$ cat src/rtl/uart_core.sv
// Full-duplex UART: 8N1 by default; defining UART_PARITY_EN adds an
// even-parity bit before the stop bit and a parity_err output pulse.
module uart_core #(
  parameter int CLKS_PER_BIT = 16
) (
  input  logic       clk,
  input  logic       rst,
  input  logic       wr_en,
  input  logic [7:0] din,
  output logic       wr_rdy,
  input  logic       rd_en,
  output logic [7:0] dout,
  output logic       rd_rdy,
`ifdef UART_PARITY_EN
  output logic       parity_err,
`endif
  input  logic       rx,
  output logic       tx
);

  localparam int CW = $clog2(CLKS_PER_BIT);
  localparam logic [CW-1:0] FULL = CW'(CLKS_PER_BIT - 1);
  localparam logic [CW-1:0] HALF = CW'(CLKS_PER_BIT / 2 - 1);

  typedef enum logic [2:0] {
    S_IDLE, S_START, S_DATA, S_PAR, S_STOP
  } st_t;

  st_t           tst_q, tst_d;
  logic [CW-1:0] tcnt_q, tcnt_d;
  logic [2:0]    tbit_q, tbit_d;
  logic [7:0]    tsh_q, tsh_d;
  logic          tx_q, tx_d;
  logic          tdone;
`ifdef UART_PARITY_EN
  logic          tpar_q, tpar_d;
`endif

  st_t           rst_q, rst_d;
  logic [CW-1:0] rcnt_q, rcnt_d;
  logic [2:0]    rbit_q, rbit_d;
  logic [7:0]    rsh_q, rsh_d;
  logic [7:0]    dout_q, dout_d;
  logic          rdy_q, rdy_d;
  logic [1:0]    sync_q;
  logic          rxs;
  logic          rtick;
`ifdef UART_PARITY_EN
  logic          rpar_q, rpar_d;
  logic          perr_q, perr_d;
`endif

  assign tdone  = (tcnt_q == FULL);
  assign wr_rdy = (tst_q == S_IDLE);
  assign tx     = tx_q;

  always_comb begin
    tst_d  = tst_q;
    tbit_d = tbit_q;
    tsh_d  = tsh_q;
    tx_d   = 1'b1;
`ifdef UART_PARITY_EN
    tpar_d = tpar_q;
`endif
    tcnt_d = (tst_q == S_IDLE || tdone) ? '0 : tcnt_q + CW'(1);
    unique case (tst_q)
      S_IDLE: begin
        if (wr_en) begin
          tst_d = S_START;
          tsh_d = din;
`ifdef UART_PARITY_EN
          tpar_d = ^din;
`endif
        end
      end
      S_START: begin
        if (tdone) begin
          tst_d  = S_DATA;
          tbit_d = 3'd0;
        end
      end
      S_DATA: begin
        if (tdone) begin
          tsh_d  = tsh_q >> 1;
          tbit_d = tbit_q + 3'd1;
          if (tbit_q == 3'd7) begin
`ifdef UART_PARITY_EN
            tst_d = S_PAR;
`else
            tst_d = S_STOP;
`endif
          end
        end
      end
      S_PAR: begin
        if (tdone) tst_d = S_STOP;
      end
      S_STOP: begin
        if (tdone) tst_d = S_IDLE;
      end
      default: tst_d = S_IDLE;
    endcase
    // tx is registered from next state so the pin never glitches
    case (tst_d)
      S_START: tx_d = 1'b0;
      S_DATA:  tx_d = tsh_d[0];
`ifdef UART_PARITY_EN
      S_PAR:   tx_d = tpar_d;
`endif
      default: tx_d = 1'b1;
    endcase
  end

  always_ff @(posedge clk or posedge rst) begin
    if (rst) begin
      tst_q  <= S_IDLE;
      tcnt_q <= '0;
      tbit_q <= 3'd0;
      tsh_q  <= 8'h00;
      tx_q   <= 1'b1;
`ifdef UART_PARITY_EN
      tpar_q <= 1'b0;
`endif
    end else begin
      tst_q  <= tst_d;
      tcnt_q <= tcnt_d;
      tbit_q <= tbit_d;
      tsh_q  <= tsh_d;
      tx_q   <= tx_d;
`ifdef UART_PARITY_EN
      tpar_q <= tpar_d;
`endif
    end
  end

  assign rxs    = sync_q[1];
  assign rtick  = (rst_q == S_START) ? (rcnt_q == HALF)
                                     : (rcnt_q == FULL);
  assign dout   = dout_q;
  assign rd_rdy = rdy_q;
`ifdef UART_PARITY_EN
  assign parity_err = perr_q;
`endif

  always_comb begin
    rst_d  = rst_q;
    rbit_d = rbit_q;
    rsh_d  = rsh_q;
    dout_d = dout_q;
    rdy_d  = 1'b0;
`ifdef UART_PARITY_EN
    rpar_d = rpar_q;
    perr_d = 1'b0;
`endif
    rcnt_d = (rst_q == S_IDLE || rtick) ? '0 : rcnt_q + CW'(1);
    unique case (rst_q)
      S_IDLE: begin
        if (rd_en && !rxs) rst_d = S_START;
      end
      S_START: begin
        if (rtick) begin
          rst_d  = rxs ? S_IDLE : S_DATA;
          rbit_d = 3'd0;
        end
      end
      S_DATA: begin
        if (rtick) begin
          rsh_d  = {rxs, rsh_q[7:1]};
          rbit_d = rbit_q + 3'd1;
          if (rbit_q == 3'd7) begin
`ifdef UART_PARITY_EN
            rst_d = S_PAR;
`else
            rst_d = S_STOP;
`endif
          end
        end
      end
      S_PAR: begin
        if (rtick) begin
`ifdef UART_PARITY_EN
          rpar_d = rxs;
`endif
          rst_d = S_STOP;
        end
      end
      S_STOP: begin
        if (rtick) begin
          rst_d = S_IDLE;
          if (rxs) begin
            dout_d = rsh_q;
            rdy_d  = 1'b1;
`ifdef UART_PARITY_EN
            perr_d = (^rsh_q) ^ rpar_q;
`endif
          end
        end
      end
      default: rst_d = S_IDLE;
    endcase
  end

  always_ff @(posedge clk or posedge rst) begin
    if (rst) begin
      sync_q <= 2'b11;
      rst_q  <= S_IDLE;
      rcnt_q <= '0;
      rbit_q <= 3'd0;
      rsh_q  <= 8'h00;
      dout_q <= 8'h00;
      rdy_q  <= 1'b0;
`ifdef UART_PARITY_EN
      rpar_q <= 1'b0;
      perr_q <= 1'b0;
`endif
    end else begin
      sync_q <= {sync_q[0], rx};
      rst_q  <= rst_d;
      rcnt_q <= rcnt_d;
      rbit_q <= rbit_d;
      rsh_q  <= rsh_d;
      dout_q <= dout_d;
      rdy_q  <= rdy_d;
`ifdef UART_PARITY_EN
      rpar_q <= rpar_d;
      perr_q <= perr_d;
`endif
    end
  end

endmodule

$ cat config.mk
export PLATFORM = sky130hd
export DESIGN_NAME = uart_core
export DESIGN_NICKNAME = d
export VERILOG_FILES = /design/src/rtl/uart_core.sv
export SDC_FILE = /design/constraint.sdc
export NUM_CORES = 1
export LEC_CHECK = 0
export ABC_AREA = 1
export CAP_MARGIN = 20
export CORE_UTILIZATION = 55
export DETAILED_ROUTE_END_ITERATION = 10
export PLACE_DENSITY = 0.76
export SYNTH_ARGS = -nofsm -noshare
export SYNTH_HDL_FRONTEND = slang
export SYNTH_SLANG_ARGS = --single-unit
export TNS_END_PERCENT = 100
$ cat constraint.sdc
create_clock -name clk -period 2 [get_ports clk]
set_input_delay 0.3 -clock clk [delete_from_list [all_inputs] [get_ports clk]]
set_output_delay 0.3 -clock clk [all_outputs]
set_load 0.05 [all_outputs]
=== Yosys cells after proc, flatten, opt, wreduce, memory -nomap -nowiden ===
Cells that the tools add are included.

* Add/sub/neg operators: 4
* Eq/ne operators: 24
* Mux-type cells: 30
* Reductions and logical operators: 15

{| class="wikitable"
|+ Operator list
! operator !! count
|-
| $mux 3 || 15
|-
| $pmux 3 s5 || 2
|-
| $mux 8 || 2
|-
| $ne 2x2->1 const B || 8
|-
| $pmux 8 s2 || 1
|-
| $eq 3x2->1 const B || 5
|-
| $eq 3x3->1 const B || 4
|-
| $pmux 3 s2 || 2
|-
| $reduce_and 3->1 || 4
|-
| $eq 3x1->1 const B || 3
|-
| $add 4x1->4 const B || 2
|-
| $eq 4x4->1 const B || 2
|-
| $mux 4 || 2
|-
| $add 3x1->3 const B || 2
|-
| $logic_not 3->1 || 2
|-
| $reduce_and 6->1 || 1
|-
| $reduce_bool 2->1 || 3
|-
| $eq 4x3->1 const B || 1
|-
| $mux 1 || 4
|-
| $logic_or 1x1->1 || 2
|-
| $mux 2 || 1
|-
| $ne 2x1->1 const B || 1
|-
| $pmux 1 s2 || 1
|-
| $reduce_and 2->1 || 1
|-
| other kinds (2) || 2
|}

* Flip-flop bits (word level): 48
* Logic and storage cells: 86

=== Longest topological paths before layout ===
Gate-level depths: netlist (run 1).

* Depth after elaboration: 6
* Depth in mapped cells: 9
* Mapped depth without buffers: 9

=== Least setup slack after synthesis (run 1) ===
OpenSTA, ideal clock, no wires.

* Kind: flip-flop to flip-flop
* Start: register tst_q[2]
* End: register tx_q (netlist: tx)
* Library setup time: 0.078 ns
* Arrival time: 1.383 ns
* Setup slack: 0.539 ns
* Cell stages (with the launch flop): 9
* Path buffers: 0
* Clock period less this slack: 1.461 ns
* Cell sequence: dfrtp_1 > inv_1 > nand3_1 > inv_1 > nand2_1 > nand2_1 > inv_1 > o21bai_1 > nand2_1

* Elaborated cells on any way between the ends: 16
* Classes of those cells: 6 x eq/ne; 9 x mux; 1 x reduce/logical

{| class="wikitable"
|+ RTL lines
! what !! line !! source
|-
| from (decl) || 29 || <nowiki>st_t tst_q, tst_d;</nowiki>
|-
| from (signal assigned) || 125 || <nowiki>tst_q <= tst_d;</nowiki>
|-
| $logic_not 3->1 (*) || -- ||
|-
| net wr_rdy || 10 || <nowiki>output logic wr_rdy,</nowiki>
|-
| $pmux 3 s5 (*) || 66 || <nowiki>unique case (tst_q)</nowiki>
|-
| net tst_d[0] || 29 ||
|-
| $eq 3x2->1 or $eq 3x1->1 (tied branches) || 104 || <nowiki>case (tst_d)</nowiki>
|-
| $pmux 1 s2 (*) || 104 ||
|-
| net tx_d || 33 || <nowiki>logic tx_q, tx_d;</nowiki>
|-
| to (signal assigned) || 129 || <nowiki>tx_q <= tx_d;</nowiki>
|-
| to (decl) || 33 ||
|}

The timed path passes the listed nets; every way through them passes the cells marked *.
A chain may end at the register's enable or synchronous reset.

=== Final worst setup path (run 1) ===
* Start: register tx_q (netlist: tx)
* End: output port tx

{| class="wikitable"
|+ RTL lines
! what !! line !! source
|-
| to (decl) || 18 || <nowiki>output logic tx</nowiki>
|}

No word-level cell between the ends.

==> flow_summary.toml, run 1 <==
[outcome]
outcome = "completed"

[logic_synthesis]
synth.yosys.warnings = 0
synthCells = 234
syn_nets = 253
synth_seq_cells = 48
avgSynthCellArea_sq_um = 9.26
yosysSeqAreaShare_pct = 55.6
yosysUniqueCellTypes = 33
syn-cell-area_sq_mm = 0.00217

[detailed_routing]
wl_per_cell_um = 10.9
drc_errors = 0
final_antenna_net_count = 0
drt_iter0_markers = 78
viasPerCell = 4.92
vias = 1540
drtPass1Iterations = 4
drt-total-wl_um = 3410

[timing]
drv_slew = 0
relSlewSlack_pct = 64.8
setup_viol = 0
rsz0062_at_grt = "no"
fmax_mhz = 526
finalHoldViolCount = 0
fin_crit_ns = 1.90
setup_ws_ns = 0.100
period_share_pct = 95.0
setup_tns_ns = 0
worstMarginPinSlew_ns = 0.525
fin_skew_ns = 0.0122

[critical_path]
rr_worst_depth = 6
crit_slowest_cell = "clkdlybuf4s50_1"
cp.required_ns = 1.70
crit_buf_inv = 1
rr_startpoint = "tcnt_q[0]"
cp_slowest_stage_delay_ns = 0.79
worstSetupEndpointType = "output port"
path_cells = "clkdlybuf4s50_1"
cpLargestDelayFamily = "buffers and inverters"
cp_max_fo = 1
crit_arrival_ns = 1.60
worst_r2r_endpoint = "tst_q[1]"
ff2ff_setup_slack_ns = 0.40
cp-start-kind = "flip-flop"
path_class = "flip-flop to output port"

[clock_tree]
cts.sinks = 48
worstSkewPairLatency_ns = 0.30
cts_max_path_buffers = 2
root_buffer = "clkbuf_8"
clkTransAtPathRegs_ns = 0.09
cts_hold_buffers = 0
ctsResizeCount = 0
cts_made_buffers = 5
cts_tree = "yes"
cts_setup_buffers = 0
htreeDepth = 2

[cells_and_area]
layout.nets = 283
final_layout_size_suffix_gt1_share_pct = 10.9
syn_to_final_growth_pct = 18.1
final_area_sq_mm = 0.00256
diodes = 0

[global_routing]
grt_max_degree = 28
grt_most_used_layer = "met2"
grt_use_met3_pct = 3.70
grt_usage_pct = 18.7
grt_overflow = 0
grt_pass1_vias = 1376
met2_usage_pct = 29.7
antenna_found_initial = 0
grt_util_met1_pct = 25.1
grt_pass1_wl_um = 6050

[die]
start_util_pct = 58.3
floorplan.rows = 22
ios = 24
core_sq_mm = 0.00372
die_x_um = 64.8
die_h_um = 64.8
design.die.area_sq_mm = 0.00419

[hold_path]
hp-class = "primary input to asynchronous set/reset pin"

[placed_design]
placed_area_sq_mm = 0.00246
dpl_worst_slack_ns = 0.416
place_hpwl_um = 2490
port_buffers = 23
gp_congestion = 0.859

[power_and_ir_drop]
p_per_area_mw_per_mm2 = 766
vdd_drop_max_v = 0.000383
leakage_nw = 1.27

[run]
cap_viol_max_count = 0
==> logic make-up after synthesis <==
group	Yosys count	share of synthesized area, %
compound gates	36	9.53
buf+inv	35	6.53
fa+ha+maj	6	3.47
xor+xnor	3	1.21
flops	48	55.6
simple gates	106	23.6
==> worst max-delay path by stage <==
stage	start	endpoint	cells past startpoint
after floorplan	tst_q[2]	tx	8
after global placement	tx	tx	1
after detailed placement	tx	tx	1
after CTS	tx	tx	1
after global routing	tx	tx	1
final	tx	tx	1
==> through the flow <==
stage | utilization [%] | std cells | total power [mW] | hold WS [ns]
2_1_floorplan | - | 234 | 1.33 | 0.304
3_3_place_gp | 66.3 | 305 | 1.41 | 0.346
3_5_place_dp | 66.3 | 305 | 1.41 | 0.349
4_1_cts | 68.8 | 313 | 1.98 | 0.323
5_1_grt | 68.8 | 313 | 2.07 | 0.340
6_report | 68.8 | 313 | 1.96 | 0.322
==> Yosys cell counts (all sizes together) <==
cell / number / area share (%)
o21ai: 23 / 5.3
a22oi: 6 / 2.1
xnor2: 1 / 0.40
o211ai: 2 / 0.69
inv: 31 / 5.4
a21oi: 3 / 0.69
dfrtp: 45 / 52
dfstp: 3 / 3.6
or2: 2 / 0.58
ha: 6 / 3.5
nor3: 2 / 0.46
buf: 2 / 0.75
clkinv: 2 / 0.40
nand4: 5 / 2.4
o221ai: 1 / 0.40
o21bai: 1 / 0.35
xor2: 2 / 0.81
nand3: 15 / 4.3
and3: 1 / 0.29
nand2: 66 / 12
nor2: 15 / 3.7
==> final cells by class <==
cell class                      instances  area, sq um
Multi-Input combinational cell        151          820
Inverter                               33          125
Fill cell                             323         1160
Timing Repair Buffer                   25          255
Sequential cell                        48         1200
Clock buffer                            5         68.8
Tap cell                               48         60.1
Clock inverter                          3         23.8
==> registers in the layout (all words and copies together), names as in the netlist <==
register / flops
dout: 8
rbit_q: 3
rcnt_q: 4
rd_rdy: 1
rsh_q: 8
rst_q: 3
sync_q: 2
tbit_q: 3
tcnt_q: 4
tsh_q: 8
tst_q: 3
tx: 1
==> report_power, final <==
group	total (mW)	switching, mW	internal (mW)	leakage (nW)
Combinational	0.322	0.205	0.117	0.590
Clock	0.568	0.320	0.248	0.0404
Sequential	1.07	0.0476	1.02	0.641
Total	1.96	0.573	1.39	1.27
==> cell usage in the layout, fill, tap and decap left out, drive strengths merged <==
cell type / netlist / layout
a21oi: 3 / 3
a22oi: 6 / 6
and3: 1 / 1
buf: 2 / 3
clkbuf: 0 / 5
clkdlybuf4s50: 0 / 22
clkinv: 2 / 3
clkinvlp: 0 / 2
dfrtp: 45 / 45
dfstp: 3 / 3
ha: 6 / 6
inv: 31 / 31
nand2: 66 / 66
nand3: 15 / 15
nand4: 5 / 5
nor2: 15 / 15
nor3: 2 / 2
o211ai: 2 / 2
o21ai: 23 / 23
o21bai: 1 / 1
o221ai: 1 / 1
or2: 2 / 2
xnor2: 1 / 1
xor2: 2 / 2
==> metal layers <==
| metal | vias to the layer above | part of all wire [%] |
|---|---|---|
| li1 | 815 | - |
| met1 | 694 | 50 |
| met5 | - | 0 |
| met2 | 26 | 46 |
| met4 | 0 | 1.3 |
| met3 | 5 | 2.8 |
No activity file was read; power rests on OpenSTA's default activity.
==> run 2, diff against run 1 <==
--- a/config.mk
+++ b/config.mk
@@ -6,6 +6,7 @@
 export NUM_CORES = 1
 export LEC_CHECK = 0
 export ABC_AREA = 1
+export ABC_CLOCK_PERIOD_IN_PS = 2000
 export CAP_MARGIN = 20
 export CORE_UTILIZATION = 55
 export DETAILED_ROUTE_END_ITERATION = 10
==> results of run 2 <==
Same layout as run 1: the final DEF is identical, and so are final timing and power.
==> run 3, diff against run 2 <==
--- a/config.mk
+++ b/config.mk
@@ -10,7 +10,7 @@
 export CAP_MARGIN = 20
 export CORE_UTILIZATION = 55
 export DETAILED_ROUTE_END_ITERATION = 10
-export PLACE_DENSITY = 0.76
+export PLACE_DENSITY = 0.87
 export SYNTH_ARGS = -nofsm -noshare
 export SYNTH_HDL_FRONTEND = slang
 export SYNTH_SLANG_ARGS = --single-unit
==> run 3 against run 2 <==
Clock power increased by 48%. Largest cell class unchanged. Critical path type unchanged. Total power increased by 14%. Wire length increased by 2.1%. First-iteration DRC count increased by 56%. Count of clock-buffer cells in the layout unchanged.
==> flow_summary.toml, run 3 (synthesis results as in run 1) <==
[critical_path]
cp_max_fo = 1
cp_slowest_stage_delay_ns = 0.79
crit_buf_inv = 1
worstSetupEndpointType = "output port"
crit_arrival_ns = 1.63
path_class = "flip-flop to output port"
rr_startpoint = "tcnt_q[0]"
ff2ff_setup_slack_ns = 0.40
cp-start-kind = "flip-flop"
worst_r2r_endpoint = "tx"
cpLargestDelayFamily = "buffers and inverters"
path_cells = "clkdlybuf4s50_1"
rr_worst_depth = 7
crit_slowest_cell = "clkdlybuf4s50_1"
cp.required_ns = 1.70

[detailed_routing]
final_antenna_net_count = 0
wl_per_cell_um = 11.1
drtPass1Iterations = 4
drc_errors = 0
vias = 1589
viasPerCell = 5.08
drt_iter0_markers = 122
drt-total-wl_um = 3480

[placed_design]
dpl_worst_slack_ns = 0.409
placed_area_sq_mm = 0.00246
port_buffers = 23
dp.cells = 305
gp_congestion = 0.836
place_hpwl_um = 2530

[clock_tree]
cts_max_path_buffers = 2
root_buffer = "clkbuf_8"
ctsResizeCount = 0
cts_made_buffers = 5
cts_tree = "yes"
clkTransAtPathRegs_ns = 0.09
htreeDepth = 2
worstSkewPairLatency_ns = 0.31
cts.sinks = 48
cts_setup_buffers = 0
cts_hold_buffers = 0

[die]
core_sq_mm = 0.00372
ios = 24
floorplan.rows = 22
die_h_um = 64.8
die_x_um = 64.8
design.die.area_sq_mm = 0.00419
start_util_pct = 58.3

[power_and_ir_drop]
power_frac_comb_pct = 14.5
vdd_drop_max_v = 0.000605
p_int_mw = 1.64
sw_frac_of_total_pct = 26.6
p_sw_mw = 0.593
clock_power_share_pct = 37.6
p_seq_share_pct = 47.9
leakage_nw = 1.30
p_per_area_mw_per_mm2 = 859

[timing]
worstMarginPinSlew_ns = 0.493
fin_skew_ns = 0.00781
relSlewSlack_pct = 67.0
drv_slew = 0
whs_ns = 0.243
period_share_pct = 96.3
finalHoldViolCount = 0
fmax_mhz = 519
setup_viol = 0
rsz0062_at_grt = "no"
setup_ws_ns = 0.0741
fin_crit_ns = 1.93
setup_tns_ns = 0

[hold_path]
hp-class = "primary input to asynchronous set/reset pin"

[cells_and_area]
syn_to_final_growth_pct = 20.2
stdcell_count = 313
final_layout_size_suffix_gt1_share_pct = 10.9
layout_common_cells = "nand2_1 (64), dfrtp_1 (45), inv_1 (27)"
final_common_cell = "nand2_1"
layout.nets = 283
diodes = 0
final_area_sq_mm = 0.00260

[global_routing]
grt_pass1_wl_um = 6200
grt_pass1_vias = 1480
grt_max_degree = 26
antenna_found_initial = 0
grt_overflow = 0
grt_usage_pct = 19.6

[run]
cap_viol_max_count = 0

[outcome]
outcome = "completed"
==> run 3: changes by cell type in the layout (fill, tap and decap cells not counted), sizes merged <==
| cell | delta |
|---|---|
| clkinvlp | -2 |
| clkinv | -1 |
| bufinv | +2 |
| inv | +1 |
==> run 3: worst max-delay path by stage <==
| stage | cells after the start | start | endpoint | slack [ns] |
|---|---|---|---|---|
| finish | 1 | tx | tx | 0.07 |
| global route | 1 | tx | tx | 0.04 |
| CTS | 1 | tx | tx | 0.06 |
| detailed placement | 1 | tx | tx | 0.41 |
| global placement | 1 | tx | tx | 0.41 |
| floorplan | 8 | tst_q[2] | tx | 0.54 |
==> run 3: stage by stage <==
step           utilization [%]  total power, mW
6_report                  70.0             2.23
5_1_grt                   70.0             2.36
4_1_cts                   70.0             2.25
3_5_place_dp              66.3             1.41
3_3_place_gp              66.3             1.40
2_1_floorplan                -             1.33
==> run 3: cell type report <==
cell class	count	area (sq um)
sequential	48	1200
fill	313	1110
multi-input combinational	151	820
timing repair buffer	25	255
inverter	33	125
clock buffer	5	68.8
clock inverter	3	68.8
tap	48	60.1
==> run 3: layer usage <==
| metal | share of wire, % | global-route usage [%] | vias up |
|---|---|---|---|
| met2 | 47 | 31.4 | 38 |
| li1 | - | - | 813 |
| met4 | 1.8 | 8.61 | 0 |
| met5 | 0 | 0 | - |
| met3 | 4.0 | 5.81 | 6 |
| met1 | 47 | 24.6 | 732 |
==> run 3: power groups by stage <==
stage                     registers [mW]  logic [mW]  clock network (mW)
after floorplan                     1.08       0.249                   0
after global placement              1.09       0.315                   0
after detailed placement            1.09       0.325                   0
after CTS                           1.07       0.327               0.857
after global routing                1.08       0.382               0.894
final                               1.07       0.324               0.840
